--- src/rtl/fifo_wr_arbiter.sv ---
// fifo_wr_arbiter
// Round-robin arbiter that lets N_REQ requesters share one FIFO write port.
// A grant is held until the grantee drops valid or its beat allowance is used up.
// The FSM always passes through IDLE between grants.
//
// Parameters
//   BITLEN     data width of each requester and of the FIFO write port
//   N_REQ      number of requesters (2..8)
//   BURST_LEN  maximum beats per grant when bursts are compiled in (1..15)
//
// Ports
//   clk         clock, rising edge
//   rst_n       synchronous active-low reset
//   req_valid   per-requester data valid
//   req_data    per-requester data, requester i at [i*BITLEN +: BITLEN]
//   req_ready   per-requester accept (only the grantee, only when FIFO not full)
//   fifo_full   full flag from the shared FIFO
//   fifo_wr_en  FIFO write strobe (zero-latency pass-through of the grantee)
//   fifo_din    FIFO write data
//   grant_id    current grantee, meaningful while busy is high
//   busy        high while a grant is active
//   beat_total  free-running count of beats written, wraps at 2^32
//
// Build option
//   FIFO_ARB_BURST_EN  when defined, a grant may carry up to BURST_LEN beats;
//                      otherwise every grant carries exactly one beat.

module fifo_wr_arbiter #(
  parameter int BITLEN    = 64,
  parameter int N_REQ     = 4,
  parameter int BURST_LEN = 4
) (
  input  logic                      clk,
  input  logic                      rst_n,
  input  logic [N_REQ-1:0]          req_valid,
  input  logic [N_REQ*BITLEN-1:0]   req_data,
  output logic [N_REQ-1:0]          req_ready,
  input  logic                      fifo_full,
  output logic                      fifo_wr_en,
  output logic [BITLEN-1:0]         fifo_din,
  output logic [$clog2(N_REQ)-1:0]  grant_id,
  output logic                      busy,
  output logic [31:0]               beat_total
);

  localparam int IdW = $clog2(N_REQ);

`ifdef FIFO_ARB_BURST_EN
  localparam int BeatLimit = BURST_LEN;
`else
  // Without bursts every grant is a single beat, whatever BURST_LEN says.
  localparam int BeatLimit = (BURST_LEN > 0) ? 1 : 1;
`endif

  typedef enum logic {
    IDLE,
    GRANT
  } state_t;

  state_t           state_q;
  logic [IdW-1:0]   rrPtr_q;
  logic [IdW-1:0]   grantId_q;
  logic [3:0]       beatCnt_q;
  logic [31:0]      beatTotal_q;

  logic [IdW-1:0]   winner_d;
  logic [IdW-1:0]   rrPtr_d;
  logic [IdW-1:0]   cand;
  logic             grantOpen;
  logic             lastBeat;

  // Scan from the furthest offset back to rr_ptr so the last hit, i.e. the
  // first valid requester at or above rr_ptr (modulo N_REQ), is the winner.
  always_comb begin
    winner_d = '0;
    cand     = '0;
    for (int k = N_REQ - 1; k >= 0; k--) begin
      cand = IdW'((int'(rrPtr_q) + k) % N_REQ);
      if (req_valid[cand]) begin
        winner_d = cand;
      end
    end
  end

  assign rrPtr_d = (winner_d == IdW'(N_REQ - 1)) ? '0 : winner_d + 1'b1;

  // Ready is withheld during reset so an aborted grant never writes.
  assign grantOpen = (state_q == GRANT) & rst_n & ~fifo_full;

  always_comb begin
    req_ready = '0;
    if (grantOpen) begin
      req_ready[grantId_q] = 1'b1;
    end
  end

  assign fifo_wr_en = req_valid[grantId_q] & req_ready[grantId_q];
  assign fifo_din   = req_data[int'(grantId_q)*BITLEN +: BITLEN];

  // True when the beat being written now uses up the grant's allowance.
  assign lastBeat = ({1'b0, beatCnt_q} + 5'd1) == 5'(BeatLimit);

  always_ff @(posedge clk) begin
    if (!rst_n) begin
      state_q     <= IDLE;
      rrPtr_q     <= '0;
      grantId_q   <= '0;
      beatCnt_q   <= '0;
      beatTotal_q <= '0;
    end else begin
      if (fifo_wr_en) begin
        beatTotal_q <= beatTotal_q + 32'd1;
      end
      case (state_q)
        IDLE: begin
          beatCnt_q <= '0;
          if (|req_valid) begin
            state_q   <= GRANT;
            grantId_q <= winner_d;
            rrPtr_q   <= rrPtr_d;
          end
        end
        GRANT: begin
          // A stalled grant (fifo_full) just waits; only a valid drop or the
          // final beat of the allowance ends it.
          if (!req_valid[grantId_q] || (fifo_wr_en && lastBeat)) begin
            state_q   <= IDLE;
            beatCnt_q <= '0;
          end else if (fifo_wr_en) begin
            beatCnt_q <= beatCnt_q + 4'd1;
          end
        end
        default: begin
          state_q <= IDLE;
        end
      endcase
    end
  end

  assign grant_id   = grantId_q;
  assign busy       = (state_q == GRANT);
  assign beat_total = beatTotal_q;

endmodule

--- config.mk ---
export PLATFORM = sky130hd
export DESIGN_NAME = fifo_wr_arbiter
export DESIGN_NICKNAME = d
export VERILOG_FILES = /design/src/rtl/fifo_wr_arbiter.sv
export SDC_FILE = /design/constraint.sdc
export NUM_CORES = 1
export LEC_CHECK = 0
export BUFFER_PORTS_ARGS = -buffer_cell sky130_fd_sc_hd__buf_2
export CORE_AREA = 2 2 143 145
export CTS_BUF_LIST = sky130_fd_sc_hd__clkbuf_4 sky130_fd_sc_hd__clkbuf_8
export CTS_CLUSTER_DIAMETER = 80
export DETAILED_ROUTE_END_ITERATION = 8
export DIE_AREA = 0 0 145 147
export HOLD_SLACK_MARGIN = 0.03
export SLEW_MARGIN = 20
export SYNTH_ARGS = -nofsm -noshare
export SYNTH_HDL_FRONTEND = slang
export SYNTH_SLANG_ARGS = --single-unit
--- constraint.sdc ---
create_clock -name clk -period 5.1 [get_ports clk]
set_input_delay 0.255 -clock clk [delete_from_list [all_inputs] [get_ports clk]]
set_output_delay 0.255 -clock clk [all_outputs]
set_load 0.05 [all_outputs]
==> results.toml, run 1 <==
[timing]
skew_ps = 13.11
setup_viol = 0
fin_tns_setup_ps = 0
period_minus_slack_ps = 2847
slew_violations = 0
finalCritPeriodShare = 0.5583
hold_viol = 0
relSlewSlack = 0.3322
max_freq_ghz = 0.3512
worstMarginPinSlew_ps = 1002
rsz0062_at_grt = "no"

[setup_path]
r2r-end = "beat_total[31]"
timing.rr.start = "grant_id[1]"
path_class = "reg -> out"
worstPathRequired_ps = 4850
worstSetupStartpoint = "grant_id[0]"
cp.arrival_ps = 2590
path_cells = "buf_4, mux4_2, buf_2"
endpoint = "fifo_din[28]"
slowest_stage = "buf_4"
ff2ff_setup_slack_ps = 2250
slowest_delay_ps = 710
worstPathMaxFanout = 43
endpoint_kind = "output pin"
crit_path_start_kind = "register"
reg2regPathDepth = 5

[finish]
final_common_cell = "buf_2"
fillers = 2154
nets = 939
fin_area_sq_um = 5700
instances_no_fill = 953
final_cell_mix = "buf_2 (366), mux4_2 (65), dfxtp_1 (39), nor2_1 (26), a21oi_1 (23)"
final-seq-area_sq_um = 828.3
layout-drive-gt1-share = 0.6568
syn_to_final_growth_pct = 61.50
multi_input_area_sq_um = 2555

[global_routing]
gr-total-overflow = 0
track_usage = 0.1940
grt_pass1_wl_microns = 30710
top_usage_layer = "met2"
grt_pass1_vias = 4449
grt_max_degree = 72
gr-usage-met3 = 0.09876
antenna_found_initial = 12
use_met1 = 0.2464
grt_use_met2 = 0.3079

[floorplanning]
rows = 52
coreArea_sq_um = 19840
start_util = 0.1779
fp.dieW_microns = 145
die_area_sq_um = 21320
ios = 367
dieHeight_microns = 147

[clocking]
h-tree-depth = 2
root_buffer = "clkbuf_8"
cts_hold_buf = 0
postCtsSetupRepairBufs = 0
cts_sinks = 41
cts_buffer_depth = 2
clkLatencyLatePin_ps = 290
cts_buffers = 5
cts_repair_resize_count = 0
cts.clk_slew.worst_paths_ps = 80
tritoncts = "yes"

[placement]
dp_cells = 936
gp_congestion = 1.003
portBuffers = 366
hpwl_microns = 19200
place_area_sq_um = 5594

[routing]
firstDrtPassIters = 4
ant_nets = 0
drtIter0Drc = 411
num_vias = 4538
wl_per_cell_microns = 22.68
viasPerCell = 4.762
wl_microns = 21610
drc = 0

[hold_path]
hold_path.class = "in -> reg"
min-delay-start = "rst_n"

[yosys]
ys_seq_elements = 41
synth_cell_type_count = 34
yosys_warnings = 0
netlist_instances = 325
synth.yosys.seq_area_share = 0.2325
netlist_area_sq_um = 3530
syn_area_per_cell_sq_um = 10.86
synth_nets = 591

[power_and_ir_drop]
vdd.ir_drop.worst_mv = 0.09083
design_power_total_mw = 1.393
p_leak_nw = 2.578
p_per_area_nw_per_um2 = 244.4

[outcome]
status = "finished clean"

[run]
maxCapViolations = 0
[flip-flops by register name, indices dropped and copies added (netlist names)]
| register | flops |
|---|---|
| beat_total | 32 |
| beatCnt_q | 4 |
| grant_id | 2 |
| rrPtr_q | 2 |
| busy | 1 |
[Yosys cell counts (all sizes together)]
cell / count / area share
nor3: 3 / 0.0043
and3b: 1 / 0.0025
nor2b: 1 / 0.0018
nor4: 3 / 0.0053
buf: 12 / 0.019
and4: 4 / 0.0099
a211oi: 1 / 0.0021
nand3b: 1 / 0.0021
o211ai: 2 / 0.0043
o31ai: 7 / 0.015
nor2: 26 / 0.028
clkbuf: 14 / 0.015
or4: 6 / 0.013
ha: 3 / 0.011
a22o: 1 / 0.0025
xnor2: 5 / 0.012
dfxtp: 41 / 0.23
mux4: 65 / 0.41
nand2: 20 / 0.021
a41o: 1 / 0.0028
and3: 9 / 0.016
xor2: 14 / 0.035
nand2b: 2 / 0.0035
nor3b: 1 / 0.0021
nand4: 15 / 0.031
or3: 7 / 0.012
a21oi: 23 / 0.033
o21ai: 15 / 0.021
nand3: 13 / 0.018
inv: 9 / 0.0096
[worst min-delay path by stage]
stage | end | cells after the start | slack (ps)
6_report | rrPtr_q[0] | 3 | 320
4_1_cts | rrPtr_q[0] | 3 | 310
3_3_place_gp | beat_total[31] | 2 | 470
2_1_floorplan | beatCnt_q[3] | 3 | 510
3_5_place_dp | beat_total[31] | 2 | 470
5_1_grt | busy | 3 | 350
[critical path, delay by kind of cell (launching register included)]
kind | cells | cell delay, ps
flip-flops | 1 | 670
buffers and inverters | 2 | 950
multiplexers | 1 | 650
[cell type report]
type                       instances  area share
antenna                           10    0.004390
clock buffer                       6     0.01339
clock inverter                     1   0.0008780
inverter                           9    0.005926
multi-input combinational        249      0.4482
sequential                        41      0.1453
tap                              270     0.05926
timing repair buffer             367      0.3227
[stage by stage]
| step | utilization | hold WS, ps | setup slack (ps) |
|---|---|---|---|
| floorplan | - | 505.2 | 2392 |
| global placement | 0.2819 | 473.1 | 2236 |
| detailed placement | 0.2819 | 473.9 | 2193 |
| CTS | 0.2860 | 314.7 | 2126 |
| global route | 0.2860 | 346.0 | 1993 |
| finish | 0.2873 | 320.4 | 2253 |
[cells by family (layout without fill, tap and decap cells)]
kind of cell,count (synthesis),in the layout,synth area share
other cells,0,10,0
xor+xnor,19,19,0.04715
buf+inv,35,383,0.04360
mux,65,65,0.4147
compound gates,50,50,0.08047
flops,41,41,0.2325
simple gates,112,112,0.1709
fa+ha+maj,3,3,0.01064
[metal layers]
layer / part of all wire / up-vias
li1: - / 2014
met1: 0.39 / 2245
met2: 0.46 / 239
met3: 0.14 / 28
met4: 0.0068 / 12
met5: 0.0036 / -
[power by group]
group          switching [mW]  internal [mW]
clock network           0.108         0.0985
logic                   0.529          0.285
registers              0.0453          0.327
Note: power is estimated with default switching activity, not from simulation.
==> inputs of run 2 (changes only) <==
Clock period 5.1 ns to 2.7 ns, I/O delays scaled along.
==> run 2 against run 1 <==
Against the previous run:
- die area unchanged
- sequential power up 70%
- cell count increased by 0.10%
- sequential share of layout area is 0.086 points lower
- flip-flop and latch count did not move
- hold slack lost 140 ps
- global-route usage rose by 0.061 points
- final area increased by 0.59%
- critical path depth grew 2
- clock power up 100%
- utilization rose by 0.17 points
==> results.toml, run 2 (synthesized netlist as in run 1, its figures left out) <==
[timing]
fin_tns_setup_ps = 0
setup_viol = 0
worstMarginPinSlew_ps = 998.8
max_freq_ghz = 0.4401
rsz0062_at_grt = "no"
finalCritPeriodShare = 0.8416
hold_viol = 0
period_minus_slack_ps = 2272
relSlewSlack = 0.3334
slew_violations = 0
skew_ps = 7.772

[clocking]
tritoncts = "yes"
cts.clk_slew.worst_paths_ps = 80
cts_buffer_depth = 2
clkLatencyLatePin_ps = 290
cts_hold_buf = 0
cts_buffers = 5
root_buffer = "clkbuf_8"
postCtsSetupRepairBufs = 0
h-tree-depth = 2
cts_repair_resize_count = 0
cts_sinks = 41

[routing]
drc = 0
drtIter0Drc = 328
firstDrtPassIters = 4
wl_microns = 21610
wl_per_cell_microns = 22.66
ant_nets = 0
viasPerCell = 4.790
num_vias = 4570

[floorplanning]
coreArea_sq_um = 19840
rows = 52
fp.dieW_microns = 145
die_area_sq_um = 21320
start_util = 0.1779
ios = 367
dieHeight_microns = 147

[setup_path]
cp.arrival_ps = 2470
crit_path_start_kind = "register"
slowest_delay_ps = 490
path_class = "reg -> reg"
r2r-end = "beat_total[28]"
worstPathRequired_ps = 2900
reg2regPathDepth = 5
ff2ff_setup_slack_ps = 430
timing.rr.start = "grant_id[1]"
slowest_stage = "or4_1"
endpoint_kind = "register"
path_cells = "mux4_2, and3_1, nand3_1, or4_1, a21oi_1"
worstPathMaxFanout = 10

[hold_path]
min-delay-start = "rst_n"
hold_path.class = "in -> reg"
holdPathEnd = "busy"
whs_path_depth = 3

[finish]
nets = 941
largest_register_ffs = 32
syn_to_final_growth_pct = 62.46
final_cell_mix = "buf_2 (366), mux4_2 (65), dfxtp_1 (39), nor2_1 (26), a21oi_1 (23)"
layout-drive-gt1-share = 0.6578
final_common_cell = "buf_2"
fin_area_sq_um = 5734

[power_and_ir_drop]
design_power_total_mw = 2.674
p_per_area_nw_per_um2 = 466.4
vdd.ir_drop.worst_mv = 0.1872
p_leak_nw = 2.594

[global_routing]
track_usage = 0.1946
gr-total-overflow = 0
antenna_found_initial = 8
grt_pass1_vias = 4422
grt_max_degree = 71
grt_pass1_wl_microns = 30550

[placement]
gp_congestion = 0.9871
place_area_sq_um = 5622
hpwl_microns = 19060
portBuffers = 366

[run]
maxCapViolations = 0

[outcome]
status = "finished clean"
run 2: changes by cell type in the layout (fill, tap and decap cells not counted):
cell      delta
buf_12       +1
clkbuf_8     +1
diode_2      -1
buf_4        +1
clkinv_2     -1
run 2: stage by stage:
step	std cells	hold slack [ps]	setup WS, ps	utilization
finish	954	179.8	427.7	0.2890
global route	945	191.5	240.5	0.2878
CTS	945	176.8	362.2	0.2878
detailed placement	938	486.2	465.9	0.2833
global placement	938	481.7	458.6	0.2833
floorplan	325	413.7	111.7	-
run 2: report_power, final:
group | internal, mW | total [mW] | switching (mW) | leakage [nW]
Clock | 0.213 | 0.417 | 0.204 | 0.0478
Combinational | 0.546 | 1.62 | 1.08 | 2.21
Sequential | 0.618 | 0.634 | 0.0158 | 0.333
Total | 1.38 | 2.67 | 1.30 | 2.59
run 2: layer usage:
metal / GRT usage / vias to the layer above / wire, microns
li1: - / 2018 / -
met1: 0.2624 / 2260 / 9023
met2: 0.3093 / 264 / 9888
met3: 0.07640 / 20 / 2519
met4: 0.01337 / 8 / 126
met5: 0 / - / 56
run 2: worst max path at each step:
| stage | from | endpoint | slack (ps) | depth (start not counted) |
|---|---|---|---|---|
| 6_report | grant_id[1] | beat_total[28] | 430 | 5 |
| 5_1_grt | grant_id[1] | beat_total[26] | 240 | 5 |
| 4_1_cts | grant_id[1] | fifo_din[29] | 360 | 3 |
| 3_5_place_dp | grant_id[1] | beat_total[28] | 470 | 5 |
| 3_3_place_gp | grant_id[1] | beat_total[26] | 460 | 5 |
| 2_1_floorplan | grant_id[0] | req_ready[1] | 110 | 3 |
run 2: area by class of cell:
type / count / area (sq um)
Fill cell: 2122 / 14110
Tap cell: 270 / 337.8
Clock buffer: 7 / 90.09
Sequential cell: 41 / 828.3
Antenna cell: 9 / 22.52
Timing Repair Buffer: 369 / 1867
Inverter: 9 / 33.78
Multi-Input combinational cell: 249 / 2555
run 2: critical path, delay by kind of cell (launching register included):
| kind | cells | cell delay (ps) |
|---|---|---|
| and+or+nand+nor | 3 | 1220 |
| muxes | 1 | 470 |
| DFF | 1 | 350 |
| AOI/OAI and AO/OA | 1 | 140 |
==> inputs of run 3 (changes only) <==
Settings changed: ABC_AREA from default to 1.
Clock period 2.7 ns to 2.3 ns, I/O delays scaled along.
==> run 3 against run 2 <==
Against the previous run:
- global-route usage rose by 1.9 points
- clock power is 28% higher
- critical path depth fell by 1
- power increased by 150%
- worst setup slack worse by 280 ps
- largest power group unchanged
- hold slack got worse by 22 ps
- wire length rose by 14%
- final area rose by 13%
- largest cell class unchanged
- utilization increased by 3.7 points
- combinational power rose to 3.3 times the previous value
==> results.toml, run 3 <==
[outcome]
status = "finished clean"

[yosys]
yosysTopAreaCell = "nand3_1"
synthMostInstantiatedCell = "nand3_1"
yosys_warnings = 0
synth_edf_count = 0
synth_cell_type_count = 32
async_reset_ff_frac = 0
netlist_instances = 726
synth.yosys.seq_area_share = 0.1944
synth_commonest_cells = "nand3_1 (208), nand2_1 (158), a22oi_1 (64)"
syn_area_per_cell_sq_um = 5.817
ys_top_cells_by_area = "nand3_1 (25%), dfxtp_1 (19%), nand2_1 (14%)"
netlist_area_sq_um = 4223
synth_ff_type = "dfxtp_1"
synth.top_cell.area_share = 0.2465
ys_seq_elements = 41
synth_nets = 992

[global_routing]
track_usage = 0.2138
grt_max_degree = 83
gr-total-overflow = 0
grt_pass1_wl_microns = 35250
antenna_found_initial = 18
grt_pass1_vias = 5980

[timing]
finalCritPeriodShare = 0.9337
fin_tns_setup_ps = 0
relSlewSlack = 0.4393
hold_viol = 0
rsz0062_at_grt = "no"
worstMarginPinSlew_ps = 841.0
slew_violations = 0
period_minus_slack_ps = 2148
skew_ps = 4.237
max_freq_ghz = 0.4656
setup_viol = 0

[routing]
num_vias = 6622
ant_nets = 0
drc = 0
firstDrtPassIters = 5
drtIter0Drc = 481
viasPerCell = 4.934
wl_per_cell_microns = 18.32
wl_microns = 24580

[floorplanning]
coreArea_sq_um = 19840
fp.dieW_microns = 145
rows = 52
die_area_sq_um = 21320
start_util = 0.2128
ios = 367
dieHeight_microns = 147

[clocking]
cts_sinks = 41
cts_hold_buf = 0
root_buffer = "clkbuf_8"
clkLatencyLatePin_ps = 300
cts_buffer_depth = 2
cts_repair_resize_count = 0
h-tree-depth = 2
cts_buffers = 5
postCtsSetupRepairBufs = 0
cts.clk_slew.worst_paths_ps = 80
tritoncts = "yes"

[power_and_ir_drop]
p_per_area_nw_per_um2 = 1032
p_leak_nw = 3.179
vdd.ir_drop.worst_mv = 0.8389

[placement]
gp_congestion = 0.9046
portBuffers = 366
hpwl_microns = 20140
dp_cells = 1328
place_area_sq_um = 6342

[finish]
nets = 1331
fillers = 2222
layout-drive-gt1-share = 0.3846
largest_register_ffs = 32
syn_to_final_growth_pct = 52.95
final_util = 0.3255
final_cell_mix = "buf_2 (365), nand3_1 (208), nand2_1 (158), a22oi_1 (64), nor2_1 (59)"
final_common_cell = "buf_2"
instances_no_fill = 1342
fin_area_sq_um = 6459

[setup_path]
ff2ff_setup_slack_ps = 520
crit_path_start_kind = "register"
path_class = "reg -> out"
worstPathMaxFanout = 82
worstPathRequired_ps = 2180
endpoint_kind = "output pin"
cp.arrival_ps = 2030

[hold_path]
hold_path.class = "in -> reg"

[run]
maxCapViolations = 0
[run 3: changes by cell type after synthesis, moves of 9 or more]
cell and delta:
a22oi_1 +64, inv_1 +28, and3_1 -9, mux4_2 -65, nand2_1 +138, clkbuf_1 +16
o21ai_0 -10, nand3_1 +195, nor2_1 +33
[run 3: power by group]
part	internal [mW]	switching, mW
Sequential	0.750	0.0597
Combinational	1.29	4.03
Clock	0.272	0.263
[run 3: cell families after synthesis]
family                   synth area share
XOR/XNOR                          0.03733
adder cells (fa/ha/maj)          0.008890
flip-flops                         0.1944
AND/OR/NAND/NOR                    0.4921
buffers and inverters             0.09481
AO/OA/AOI/OAI                      0.1724
[run 3: final timing paths]
kind | end | depth (start not counted) | startpoint
setup / recovery | fifo_din[24] | 4 | grant_id[1]
hold / removal | beatCnt_q[1] | 4 | fifo_full
setup reg to reg | beat_total[18] | 11 | grant_id[1]
hold reg to reg | beat_total[31] | 2 | beat_total[31]
[run 3: worst max-delay path, cell delays in order, from the launching register on]
cell	delay [ps]
dfxtp_4	370
buf_4	630
nand3_1	250
nand3_1	150
buf_2	270
[run 3: layer usage]
layer | track usage | wire [microns] | vias to the layer above
met4 | 0.04901 | 516 | 16
met2 | 0.3260 | 10500 | 363
met1 | 0.2869 | 10660 | 2996
met5 | 0 | 113 | -
li1 | - | - | 3200
met3 | 0.08043 | 2795 | 47
[run 3: through the flow]
stage	hold slack (ps)	setup WS [ps]	total power, mW
floorplan	292.4	243.0	4.633
global placement	461.3	534.5	6.127
detailed placement	472.5	512.0	6.136
CTS	151.7	181.6	6.684
global route	166.7	67.22	7.015
finish	157.9	152.4	6.665
[run 3: cell type report]
type	instances	area, sq um	share of cell area
Timing Repair Buffer	385	2002	0.3100
Tap cell	270	337.8	0.05231
Clock inverter	1	5.005	0.0007749
Inverter	46	175.2	0.02712
Sequential cell	41	825.8	0.1279
Clock buffer	7	96.34	0.01492
Antenna cell	6	15.01	0.002325
Multi-Input combinational cell	586	3002	0.4647
